`src/rtl/str_arb_pkg.sv`:
```
// Shared types for the str_arb round-robin packet arbiter.
package str_arb_pkg;
  typedef enum logic {S_IDLE = 1'b0, S_LOCK = 1'b1} state_t;
endpackage

```
`src/rtl/str_arb_rr_pick.sv`:
```
// Combinational round-robin pick: first set req bit after ptr, wrapping.
module rr_pick #(
  parameter int NUM_PORTS = 4,
  parameter int ID_WIDTH  = 2
) (
  input  logic [NUM_PORTS-1:0] req,
  input  logic [ID_WIDTH-1:0]  ptr,
  output logic                 any,
  output logic [ID_WIDTH-1:0]  idx
);
  logic [2*NUM_PORTS-1:0] dbl;
  logic [NUM_PORTS-1:0]   rot;
  logic                   found;
  int                     off;

  // Doubling req makes the rotate a plain shift; bit 0 of rot is port ptr+1.
  always_comb begin
    dbl   = {req, req} >> (32'(ptr) + 32'd1);
    rot   = dbl[NUM_PORTS-1:0];
    found = 1'b0;
    off   = 0;
    for (int i = 0; i < NUM_PORTS; i++) begin
      if (rot[i] && !found) begin
        found = 1'b1;
        off   = i;
      end
    end
    any = |req;
    idx = ID_WIDTH'((32'(ptr) + 1 + off) % NUM_PORTS);
  end
endmodule

```
`src/rtl/str_arb.sv`:
```
// Round-robin packet arbiter: one grant per packet, one-deep registered output.
module str_arb
  import str_arb_pkg::*;
#(
  parameter int NUM_PORTS  = 4,
  parameter int DATA_WIDTH = 8,
  parameter int ID_WIDTH   = 2
) (
  input  logic                            clk,
  input  logic                            rst,
  input  logic [NUM_PORTS*DATA_WIDTH-1:0] up_data,
  input  logic [NUM_PORTS-1:0]            up_last,
  input  logic [NUM_PORTS-1:0]            up_val,
  output logic [NUM_PORTS-1:0]            up_rdy,
  output logic [DATA_WIDTH-1:0]           dn_data,
  output logic [ID_WIDTH-1:0]             dn_id,
  output logic                            dn_last,
  output logic                            dn_val,
  input  logic                            dn_rdy
);
  state_t                               state, state_d;
  logic [ID_WIDTH-1:0]                  gnt, gnt_d, ptr, ptr_d, pick_idx;
  logic                                 pick_any, free, xfer;
  logic [NUM_PORTS-1:0][DATA_WIDTH-1:0] words;

  assign words = up_data;

  rr_pick #(.NUM_PORTS(NUM_PORTS), .ID_WIDTH(ID_WIDTH)) u_pick (
    .req (up_val),
    .ptr (ptr),
    .any (pick_any),
    .idx (pick_idx)
  );

  assign free = ~dn_val | dn_rdy;
  assign xfer = (state == S_LOCK) && up_val[gnt] && free;

  always_comb begin
    up_rdy = '0;
    if (state == S_LOCK) up_rdy[gnt] = free;
  end

  always_comb begin
    state_d = state;
    gnt_d   = gnt;
    ptr_d   = ptr;
    case (state)
      S_IDLE: if (pick_any) begin
        gnt_d   = pick_idx;
        state_d = S_LOCK;
      end
      S_LOCK: if (xfer && up_last[gnt]) begin
        // Pointer moves only at packet end, so fairness is per packet.
        ptr_d   = gnt;
        state_d = S_IDLE;
      end
      default: state_d = S_IDLE;
    endcase
  end

  always_ff @(posedge clk or negedge rst) begin
    if (!rst) begin
      state <= S_IDLE;
      gnt   <= '0;
      ptr   <= ID_WIDTH'(NUM_PORTS - 1);
    end else begin
      state <= state_d;
      gnt   <= gnt_d;
      ptr   <= ptr_d;
    end
  end

  always_ff @(posedge clk or negedge rst) begin
    if (!rst) begin
      dn_val  <= 1'b0;
      dn_last <= 1'b0;
      dn_id   <= '0;
      dn_data <= '0;
    end else if (xfer) begin
      dn_val  <= 1'b1;
      dn_last <= up_last[gnt];
      dn_id   <= gnt;
      dn_data <= words[gnt];
    end else if (dn_rdy) begin
      dn_val  <= 1'b0;
    end
  end
endmodule

```
`config.mk`:
```
export PLATFORM = sky130hd
export DESIGN_NAME = str_arb
export DESIGN_NICKNAME = d
export VERILOG_FILES = /design/src/rtl/str_arb_pkg.sv /design/src/rtl/str_arb_rr_pick.sv /design/src/rtl/str_arb.sv
export SDC_FILE = /design/constraint.sdc
export NUM_CORES = 1
export LEC_CHECK = 0
export BUFFER_PORTS_ARGS = -buffer_cell sky130_fd_sc_hd__buf_2
export CAP_MARGIN = 0
export CORE_UTILIZATION = 45
export CTS_BUF_LIST = sky130_fd_sc_hd__clkbuf_8
export CTS_CLUSTER_SIZE = 30
export DETAILED_ROUTE_END_ITERATION = 10
export GPL_TIMING_DRIVEN = 1
export MAX_ROUTING_LAYER = met4
export PLACE_DENSITY = 0.78
export SLEW_MARGIN = 20
export SYNTH_ARGS = -nofsm -noshare
export SYNTH_HDL_FRONTEND = slang
export SYNTH_SLANG_ARGS = --single-unit
```
`constraint.sdc`:
```
create_clock -name clk -period 6.2 [get_ports clk]
set_clock_uncertainty 0.15 [all_clocks]
set_input_delay 0.62 -clock clk [delete_from_list [all_inputs] [get_ports clk]]
set_output_delay 0.62 -clock clk [all_outputs]
set_load 0.02 [all_outputs]
```
After elaboration in Yosys (flattened, before gate mapping)
Cells that the tools add are included.
- memories kept: 0
- memory bits (writable): 0
- bits in read-only memories: 0
- latch bits: 0
- register bits: 17
- output and inout port bits: 16
- multiply operators: 0
- equal/unequal tests: 0
- mux-type cells: 20
- divide/modulo/power cells: 0
- $lt $le $gt $ge: 2
- bitwise gates (word level): 4
- $add $sub $neg: 2
- reduce and logical (&&, ||, !) cells: 14
- shift-type cells: 1
- operators by type and width (cell ; count):
    $bmux W8 S2 ; 1
    $mux W1 ; 11
    $mux W8 ; 1
    $shr A8 B3 Y4 ; 1
    $logic_and A1 B1 Y1 ; 7
    $and A4 B4 Y4 ; 1
    $bmux W1 S2 ; 2
    $mux W2 ; 2
    $mux W4 ; 1
    $reduce_and A2 Y1 ; 2
    $reduce_or A4 Y1 ; 1
    $add A2 B1 Y3 const B ; 1
    $logic_not A1 Y1 ; 3
    $lt A2 B3 Y1 const B ; 1
    $add A2 B2 Y2 ; 1
    $demux W1 S2 ; 1
    $ge A2 B1 Y1 const B ; 1
    $not A1 Y1 ; 2
    $pmux W1 S2 ; 1
    $reduce_bool A2 Y1 ; 1
    $or A1 B1 Y1 ; 1

Logic depth before layout (Yosys ltp)
- word-level depth: 13
- depth in mapped cells: 10
- gate-level depth less buffers: 9

By module
From an unflattened synthesis, not the netlist that was laid out.
- cells, all modules: 92
- area total of the unflattened synthesis: 1194.9 µm²
- modules (own cells, without submodules) (module ; cells an instance ; times used ; area an instance (µm²)):
    str_arb ; 63 ; 1 ; 989.7
    rr_pick ; 29 ; 1 ; 205.2

Worst setup path before layout
OpenSTA, ideal clock, no wires.
- path kind: input port to flip-flop
- from: input up_val[1]
- to: register gnt[1]
- data required time: 5919 ps
- arrival time: 2032 ps
- slack: 3887 ps
- cell stages on the path: 9
- cell sequence: inv_1 -> o21ai_0 -> a21oi_1 -> o31a_1 -> ha_1 -> xnor3_1 -> nor3_1 -> and4_1 -> or3_1
- longest elaborated chain between the ends: 12
- elaborated cells on any way between the ends: 16
- those cells by class: add/sub (1); shift (1); mux (6); reduce/logical (8)
- RTL lines (what ; RTL line ; text):
    start: declaration ; str_arb.sv:13 ; input logic [NUM_PORTS-1:0] up_val,
    $shr A8 B3 Y4 ; str_arb_rr_pick.sv:18 ; dbl = {req, req} >> (32'(ptr) + 32'd1);
    $mux W1 ; str_arb_rr_pick.sv:23 ; if (rot[i] && !found) begin
    $logic_not A1 Y1 ; str_arb_rr_pick.sv:23 ;
    $logic_and A1 B1 Y1 ; str_arb_rr_pick.sv:23 ;
    $mux W1 ; str_arb_rr_pick.sv:23 ;
    $logic_not A1 Y1 ; str_arb_rr_pick.sv:23 ;
    $logic_and A1 B1 Y1 ; str_arb_rr_pick.sv:23 ;
    $mux W1 ; str_arb_rr_pick.sv:23 ;
    $logic_not A1 Y1 ; str_arb_rr_pick.sv:23 ;
    $logic_and A1 B1 Y1 ; str_arb_rr_pick.sv:23 ;
    $mux W2 ; str_arb_rr_pick.sv:23 ;
    $add A2 B2 Y2 ; str_arb_rr_pick.sv:29 ; idx = ID_WIDTH'((32'(ptr) + 1 + off) % NUM_PORTS);
    end signal: assignment ; str_arb.sv:68 ; gnt <= gnt_d;
    end: declaration ; str_arb.sv:22 ; logic [ID_WIDTH-1:0] gnt, gnt_d, ptr, ptr_d, pick_idx;
Parallel ways exist; a longest one is shown, timed or not.
A chain may end at the register's enable or synchronous reset.

Final worst setup path
- from: register gnt[0]
- to: register dn_data[5]
- longest elaborated chain between the ends: 4
- elaborated cells on any way between the ends: 6
- those cells by class: mux (4); reduce/logical (2)
- RTL lines (what ; RTL line ; text):
    $bmux W1 S2 ; str_arb.sv:36 ; assign xfer = (state == S_LOCK) && up_val[gnt] && free;
    $mux W1 (implied by the code) ; str_arb.sv:36 ;
    $logic_and A1 B1 Y1 (2 in a row) ; str_arb.sv:36 ;
    end signal: assignment ; str_arb.sv:83 ; dn_data <= words[gnt];
    end: declaration ; str_arb.sv:15 ; output logic [DATA_WIDTH-1:0] dn_data,
Parallel ways exist; a longest one is shown, timed or not. The select of a mux whose other input is x is not followed.

==> out/qor.csv <==
stage,metric,value,unit
outcome,status,finished clean,
finish,# diodes,0,
floorplan,Die H,54.1,um
power_and_ir_drop,worst vdd ir,290,uV
power_and_ir_drop,Overall Power,0.749,mW
cts,post-cts repair resize count,0,
worst_setup_path,Critical Path RT,6180,ps
synth,register area share after synthesis,35.0,%
cts,H-tree levels,1,
worst_setup_path,CP cell instances,mux4_2 > nand3_2 > mux2_2,
cts,clock latency on the worst-skew pair,250,ps
finish,Synth-to-Final Area Change,24.8,%
power_and_ir_drop,Int Pwr,0.456,mW
sta,Worst Max-Slew Pin Slew,709,ps
synth,async set or reset register ratio after synthesis,100,%
worst_setup_path,"delay-heaviest family, CP",multiplexers,
sta,Final setup viols,0,
global_routing,gr ovfl total,0,
run,Max Cap Viol,0,
worst_setup_path,crit end category,flip-flop,
synth,Synth Cell Area,0.00122,mm2
synth,Syn Nets,139,
synth,Synth Area per Inst,12.9,um2
place,Detail Placement HPWL,1970,um
finish,Nets,194,
drt,drt first pass iters,4,
global_routing,vias in the first global route,891,
drt,final wirelength,2470,um
floorplan,core area,0.00252,mm2
worst_setup_path,CP bufs+invs,0,
floorplan,Initial Utilization,48.5,%
floorplan,die area,0.00293,mm2
drt,Via density,5.33,
hold_path,min-delay worst type,in2async,
finish,design area,0.00153,mm2
cts,CTS tree,built,
cts,total CTS buffers,3,
finish,most frequent cells in the layout,"58 x buf_2, 15 x dfrtp_1, 9 x mux2_4",
global_routing,first-pass GRT wire length,3720,um
sta,unrepaired setup endpoints after global routing,false,
sta,Setup WS post-layout,3790,ps
drt,drt wl/cell,13.8,um
finish,share of layout cells above drive strength 1,54.4,%
global_routing,All-Layer GR Usage,18.7,%
place,Place WS,3630,ps
worst_setup_path,CP arrival,2390,ps
power_and_ir_drop,Psw,0.292,mW
place,count of buffers from port buffering,58,
sta,Final Hold Fails,0,
sta,Setup Total Neg Slack,0,ps
finish,fill count,216,
floorplan,Die Wd,54.1,um
synth,number of flops mapped to enable cells by yosys,0,
drt,Via Count,954,
worst_setup_path,max incr delay on CP,800,ps
worst_setup_path,Crit Path Class,reg2reg,
sta,achievable frequency,415,MHz
power_and_ir_drop,Sequential Power Share,33.7,%
sta,post-route minimum period,2410,ps
worst_setup_path,CP Launch Point,gnt[0],
synth,Cells after Synth,95,
place,Placed Area,0.00148,mm2
drt,DRT antenna net count,0,
place,routability-driven placement congestion ratio,0.721,
sta,Max Slew Vio Count,0,
power_and_ir_drop,Clock power frac,10.5,%
cts,postcts setup bufs,0,
power_and_ir_drop,Leakage Power,0.777,nW
worst_setup_path,CP max-delay cell,dfrtp_1,
power_and_ir_drop,Gate power share,55.8,%
synth,"area leader, netlist",dfrtp_1,
finish,"commonest non-fill, non-tap cell in the layout",buf_2,
drt,residual DRC count,0,
synth,ys flop type,dfrtp_1,
cts,Sink Count,17,
worst_setup_path,FF-to-FF Start,gnt[0],
synth,main area contributors after synthesis,"dfrtp_1 31%, mux4_1 13%, mux2_4 11%",
floorplan,I/O Pins,59,
synth,Netlist cell types,37,
sta,relative slew slack,52.8,%
power_and_ir_drop,Pwr Density,490,mW/mm2
global_routing,largest net degree at the start of global routing,18,
worst_setup_path,Crit Path Max Fanout,17,
cts,CTS Hold Bufs,0,
synth,Syn. warnings,0,
sta,Hold WS,125,ps
power_and_ir_drop,switch share,39.0,%
cts,Clock Pin Slew Worst Setup and Hold Paths,60,ps
cts,Max Buffers Root-to-Sink,2,
synth,share of the synthesized area in the top cell type,30.7,%
synth,Seq cells post-synth,17,
worst_setup_path,crit start category,flip-flop,
global_routing,number of antenna violations at the first check in global routing,0,
cts,Root Driver,clkbuf_8,
sta,Final period util,38.9,%
drt,initial drt markers,8,
floorplan,Site Rows,18,
power by group through the flow:
stage          Combinational (mW)  Clock (mW)  Sequential [mW]
2_1_floorplan               0.342           0            0.252
3_3_place_gp                0.408           0            0.252
3_5_place_dp                0.419           0            0.256
4_1_cts                     0.421      0.0799            0.254
5_1_grt                     0.451      0.0849            0.266
6_report                    0.417      0.0789            0.252
synthesized netlist by cell type (2+ instances only):
master / count
buf_2: 3
buf_6: 2
dfstp_2: 2
mux2_2: 4
nor2b_1: 2
dfrtp_1: 15
nor3b_1: 4
and3b_1: 2
inv_1: 2
mux4_2: 4
mux4_1: 6
o21ai_0: 3
mux2_4: 9
nor3_1: 2
o211ai_1: 2
nor2_1: 5
nand2_1: 8
state kept, by name (all words and copies together) (netlist names):
| signal | cells |
|---|---|
| ptr | 2 |
| dn_last | 1 |
| dn_val | 1 |
| state | 1 |
| gnt | 2 |
| dn_id | 2 |
| dn_data | 8 |
metrics by stage:
| step | utilization (%) | std cells |
|---|---|---|
| 2_1_floorplan | - | 95 |
| 3_3_place_gp | 58.8 | 175 |
| 3_5_place_dp | 58.8 | 175 |
| 4_1_cts | 60.6 | 179 |
| 5_1_grt | 60.6 | 179 |
| 6_report | 60.6 | 179 |
logic make-up after synthesis:
family	share of synthesized area, %
xor gates and xnor gates	1.84
and+or+nand+nor	15.5
AOI/OAI and AO/OA	5.42
buffers and inverters	6.24
adders and majority gates	1.02
muxes	35.0
DFF	35.0
worst paths after layout:
check                             end  slack, ps  cells past startpoint
max in group asynchronous      ptr[1]       5470                      1
setup / recovery           dn_data[5]       3790                      3
hold reg to reg               dn_last        330                      2
setup reg to reg           dn_data[5]       3790                      3
hold / removal                 gnt[1]        120                      1
min in group clk              dn_last        330                      2
metal layers:
metal | part of all wire (%) | vias up | global-route usage [%]
li1 | - | 472 | -
met1 | 43 | 444 | 20.4
met2 | 49 | 34 | 33.3
met3 | 6.2 | 4 | 1.69
met4 | 1.6 | 0 | 9.40
met5 | 0 | - | -
area by class of cell:
cell class | instances | area [um2] | share of cell area (%)
Clock buffer | 3 | 41.3 | 2.70
Inverter | 2 | 7.51 | 0.491
Clock inverter | 1 | 3.75 | 0.246
Timing Repair Buffer | 58 | 290 | 19.0
Multi-Input combinational cell | 68 | 719 | 47.1
Tap cell | 30 | 37.5 | 2.46
Sequential cell | 17 | 428 | 28.0
Note: power is estimated with default switching activity, not from simulation.
